File: src/rtl/fetch_pc_gen.sv
// Instruction-fetch PC generator: issues icache fetch addresses, applies flush/branch
// redirects (captured even under stall), bounds outstanding fetches and tags requests with an epoch.
module fetch_pc_gen #(
  parameter int                ADDR_W       = 32,
  parameter logic [ADDR_W-1:0] RESET_VECTOR = 32'hbfc00000,
  parameter int                FETCH_BYTES  = 4,
  parameter int                MAX_OUTST    = 4,
  parameter int                EPOCH_W      = 2,
  localparam int               CNT_W        = $clog2(MAX_OUTST + 1)
) (
  input  logic               clk,
  input  logic               rst,
  input  logic               stall,
  input  logic               flush,
  input  logic [ADDR_W-1:0]  new_pc,
  input  logic               branch_valid,
  input  logic [ADDR_W-1:0]  branch_target,
  output logic               req_valid,
  output logic [ADDR_W-1:0]  req_pc,
  output logic [EPOCH_W-1:0] req_epoch,
  output logic               req_misalign,
  input  logic               addr_ok,
  input  logic               resp_valid,
  output logic [CNT_W-1:0]   outst_cnt
);

  logic [ADDR_W-1:0]  pc_q;
  logic [EPOCH_W-1:0] epoch_q;
  logic [CNT_W-1:0]   cnt_q;
  logic               started_q;

  logic [ADDR_W-1:0]  tgt;
  logic               redirect;
  logic               fire;

  // Redirect bypass: a flush or branch is presented to the icache in the same cycle it arrives.
  always_comb begin
    tgt = pc_q;
    if (flush) begin
      tgt = new_pc;
    end else if (branch_valid) begin
      tgt = branch_target;
    end
  end

  assign redirect     = flush | (branch_valid & ~stall);
  assign req_pc       = tgt;
  assign req_epoch    = redirect ? epoch_q + EPOCH_W'(1) : epoch_q;
  assign req_valid    = started_q & (cnt_q < CNT_W'(MAX_OUTST)) & (~stall | flush);
  assign req_misalign = req_valid & (req_pc[1:0] != 2'b00);
  assign fire         = req_valid & addr_ok;
  assign outst_cnt    = cnt_q;

  // A stalled branch still updates pc_q and bumps the epoch, so the release issues the target without a second bump.
  always_ff @(posedge clk) begin
    if (rst) begin
      pc_q      <= RESET_VECTOR;
      epoch_q   <= '0;
      cnt_q     <= '0;
      started_q <= 1'b0;
    end else begin
      started_q <= 1'b1;

      if (fire) begin
        pc_q <= tgt + ADDR_W'(FETCH_BYTES);
      end else if (flush) begin
        pc_q <= new_pc;
      end else if (branch_valid) begin
        pc_q <= branch_target;
      end

      if (flush | branch_valid) begin
        epoch_q <= epoch_q + EPOCH_W'(1);
      end

      if (fire & ~resp_valid) begin
        cnt_q <= cnt_q + CNT_W'(1);
      end else if (resp_valid & ~fire & (cnt_q != '0)) begin
        cnt_q <= cnt_q - CNT_W'(1);
      end
    end
  end

endmodule

File: config.mk
export PLATFORM = sky130hd
export DESIGN_NAME = fetch_pc_gen
export DESIGN_NICKNAME = d
export VERILOG_FILES = /design/src/rtl/fetch_pc_gen.sv
export SDC_FILE = /design/constraint.sdc
export NUM_CORES = 1
export LEC_CHECK = 0
export BUFFER_PORTS_ARGS = -buffer_cell sky130_fd_sc_hd__buf_2
export CAP_MARGIN = 25
export CORE_ASPECT_RATIO = 0.5
export CORE_MARGIN = 4
export CORE_UTILIZATION = 45
export CTS_CLUSTER_SIZE = 8
export DETAILED_ROUTE_END_ITERATION = 8
export HOLD_SLACK_MARGIN = 0.1
export PLACE_DENSITY = 0.82
export SETUP_SLACK_MARGIN = 0.2
export SYNTH_ARGS = -nofsm -noshare
export SYNTH_HDL_FRONTEND = slang
export SYNTH_SLANG_ARGS = --single-unit
File: constraint.sdc
create_clock -name clk -period 2.93 [get_ports clk]
set_input_delay 0.586 -clock clk [delete_from_list [all_inputs] [get_ports clk]]
set_output_delay 0.586 -clock clk [all_outputs]
set_load 0.02 [all_outputs]
==> reports/metrics.cfg <==
[route]
drc_errors = 0
firstDrtPassIters = 4
vias_per_cell = 5.32
antenna_left = 0
via_count = 2680
drt_iter0_markers = 86
wl_per_cell_um = 13.6
wirelength_um = 6840

[die]
ioPinCount = 110
die_area_um2 = 7300
initial_core_util_pct = 47.6
die_w_um = 117
core.rowCount = 19
dieHeight_um = 62.5
core_area_um2 = 5610

[yosys]
yosysWarnings = 0
synth.avg_cell_area_um2 = 8.07
synthesis.nets = 404
synth_seq_cells = 38
synth-main-ff-cell = dfxtp_1
async_flop_share_pct = 0
synth-seq-area-share_pct = 28.5
ys_types = 51
synth_edf_count = 0
synth.cell_area_um2 = 2670
syn_inst = 331

[sta]
hold_viol = 0
drv_slew = 0
max_freq_mhz = 404
final.period_utilization_pct = 84.5
post-route-min-period_ns = 2.48
clock_skew_ns = 0.00500
rsz0062_at_grt = false
slew_headroom_pct = 65.3
tightest_slew_ns = 0.520
setup_tns_ns = 0
setup_viol = 0
timing.hold.ws_ns = 0.538

[global_route]
grt_pass1_wl_um = 11200
grt_max_degree = 37
antenna_found_initial = 0
track_usage_pct = 18.3
grt_pass1_vias = 2472
grt-ovfl-total = 0

[cells_and_area]
drive_gt1_share_pct = 32.7
num-nets-final = 503
utilization_pct = 59.4
num-fill-cells = 518
diodes = 0
syn_to_final_growth_pct = 24.9
design_area_um2 = 3330

[worst_setup_path]
worstPathMaxFanout = 20
crit_buf_inv = 2
end_kind = flop
cpLargestDelayFamily = simple AND/OR/NAND/NOR gates
max_stage_delay_ns = 0.43
start_kind = primary input
critPathRequiredTime_ns = 3.13
crit_chain = buf_2, buf_12, mux2i_1, o21ai_1, and3_1, nand4_4, nor4_1, mux2i_1
worst_ep_arrival_time_ns = 2.67
crit_type = in2reg
critical-path-slowest-cell = and3_1
crit_top_cell = mux2i_1

[clocking]
ctsRootBufferMaster = clkbuf_16
cts_hold_buffers = 0
cts_setup_buffers = 0
numCtsBuffers = 5
cts_resized = 0
clkTransAtPathRegs_ns = 0.05
cts_buffer_depth = 2
htreeDepth = 2
cts_tree = built
cts_num_sinks = 38
clock_latency_ns = 0.27

[run_status]
status = completed

[placement]
place.detailed.hpwl_um = 5210
place_congestion = 0.842
placed_area_um2 = 3190
port_buffers = 109

[pwr]
power.density_nw_per_um2 = 464
total_power_mw = 1.55
peakVddDrop_uv = 276
p_leak_nw = 1.52

[min_path]
min_path_type = reg2reg

[flow_run]
drv_cap = 0

[registers in the layout (all words and copies together) (netlist names)]
register	flops
epoch_q	2
outst_cnt	3
pc_q	32
started_q	1
[cells in the mapped netlist (3+ instances only)]
cell	number	share of area (%)
buf_6	9	3.8
o21ai_0	18	3.4
and3_1	4	0.94
inv_1	8	1.1
nand3_1	16	3.0
o31ai_1	10	2.8
or4_1	10	2.8
nand4_1	7	1.6
o21ai_1	13	2.4
buf_2	4	0.75
mux2i_1	33	12
xnor2_1	6	2.0
buf_4	3	0.84
nor2_1	20	2.8
or3_1	4	0.94
o21a_1	4	1.1
and4_1	3	0.98
xor2_1	7	2.3
a21oi_1	15	2.8
clkbuf_1	5	0.70
nor3_1	3	0.56
dfxtp_1	38	28
o21ai_2	5	1.6
nand2b_1	3	0.70
nand2_1	48	6.7
and2_1	7	1.6
[cells by family after synthesis]
logic type	count (synthesis)	synth area share [%]
flip-flops	38	28.5
AND/OR/NAND/NOR	139	27.9
adder cells (fa/ha/maj)	2	1.22
XOR/XNOR	13	4.26
buffers and inverters	33	8.95
AO/OA/AOI/OAI	73	16.8
multiplexers	33	12.4
[cell usage in the layout (no fill, tap or decap), types with 2 or more instances in the layout]
cell type	n
a21oi_1	15
a222oi_1	2
and2_1	7
and3_1	4
and3_2	2
and4_1	3
buf_12	2
buf_2	109
buf_4	5
clkbuf_16	5
dfxtp_1	38
inv_1	8
mux2i_1	33
nand2_1	48
nand2b_1	3
nand3_1	16
nand4_1	7
nand4b_1	2
nor2_1	20
nor3_1	3
o21a_1	4
o21ai_0	15
o21ai_1	14
o21ai_2	7
o31ai_1	10
or3_1	4
or4_1	10
xnor2_1	6
xor2_1	7
[worst paths after layout]
check        depth (start not counted)  slack [ns]      endpoint         start
max                                  8        0.45      pc_q[31]  branch_valid
min                                  2        0.54    epoch_q[1]    epoch_q[1]
max reg2reg                         10        0.62  outst_cnt[1]  outst_cnt[2]
min reg2reg                          2        0.54    epoch_q[1]    epoch_q[1]
[metal layers]
metal  vias up  global-route usage, %  part of all wire, %  wire [um]
li1       1395                      -                    -          -
met1      1210                   23.0                   44       3020
met2        69                   31.6                   49       3370
met3         6                   4.35                  5.7        392
met4         0                   4.01                 0.89         61
met5         -                      0                    0          0
[area by class of cell]
class	instances	area, um^2	area share, %
Clock inverter	1	5.00	0.150
Multi-Input combinational cell	260	1680	50.3
Tap cell	73	91.3	2.74
Inverter	9	33.8	1.01
Sequential cell	38	761	22.8
Timing Repair Buffer	116	623	18.7
Clock buffer	7	143	4.28
[report_power, final]
part	leakage (nW)	total (mW)	internal (mW)	switching (mW)
Combinational	1.13	0.435	0.177	0.258
Sequential	0.315	0.578	0.557	0.0205
Clock	0.0739	0.535	0.337	0.198
[through the flow]
stage               setup WS [ns]  std cells
finish                      0.453        504
global route                0.280        504
CTS                         0.466        504
detailed placement          0.191        496
global placement            0.205        496
floorplan                   0.204        331
[worst reg2reg max path: cells and delay by family (launching register included)]
kind | cells | cell delay [ns]
DFF | 1 | 0.35
buffers and inverters | 1 | 0.10
adders and majority gates | 1 | 0.48
AOI/OAI and AO/OA | 3 | 0.46
and+or+nand+nor | 5 | 0.80
(Power assumes the default switching activity.)
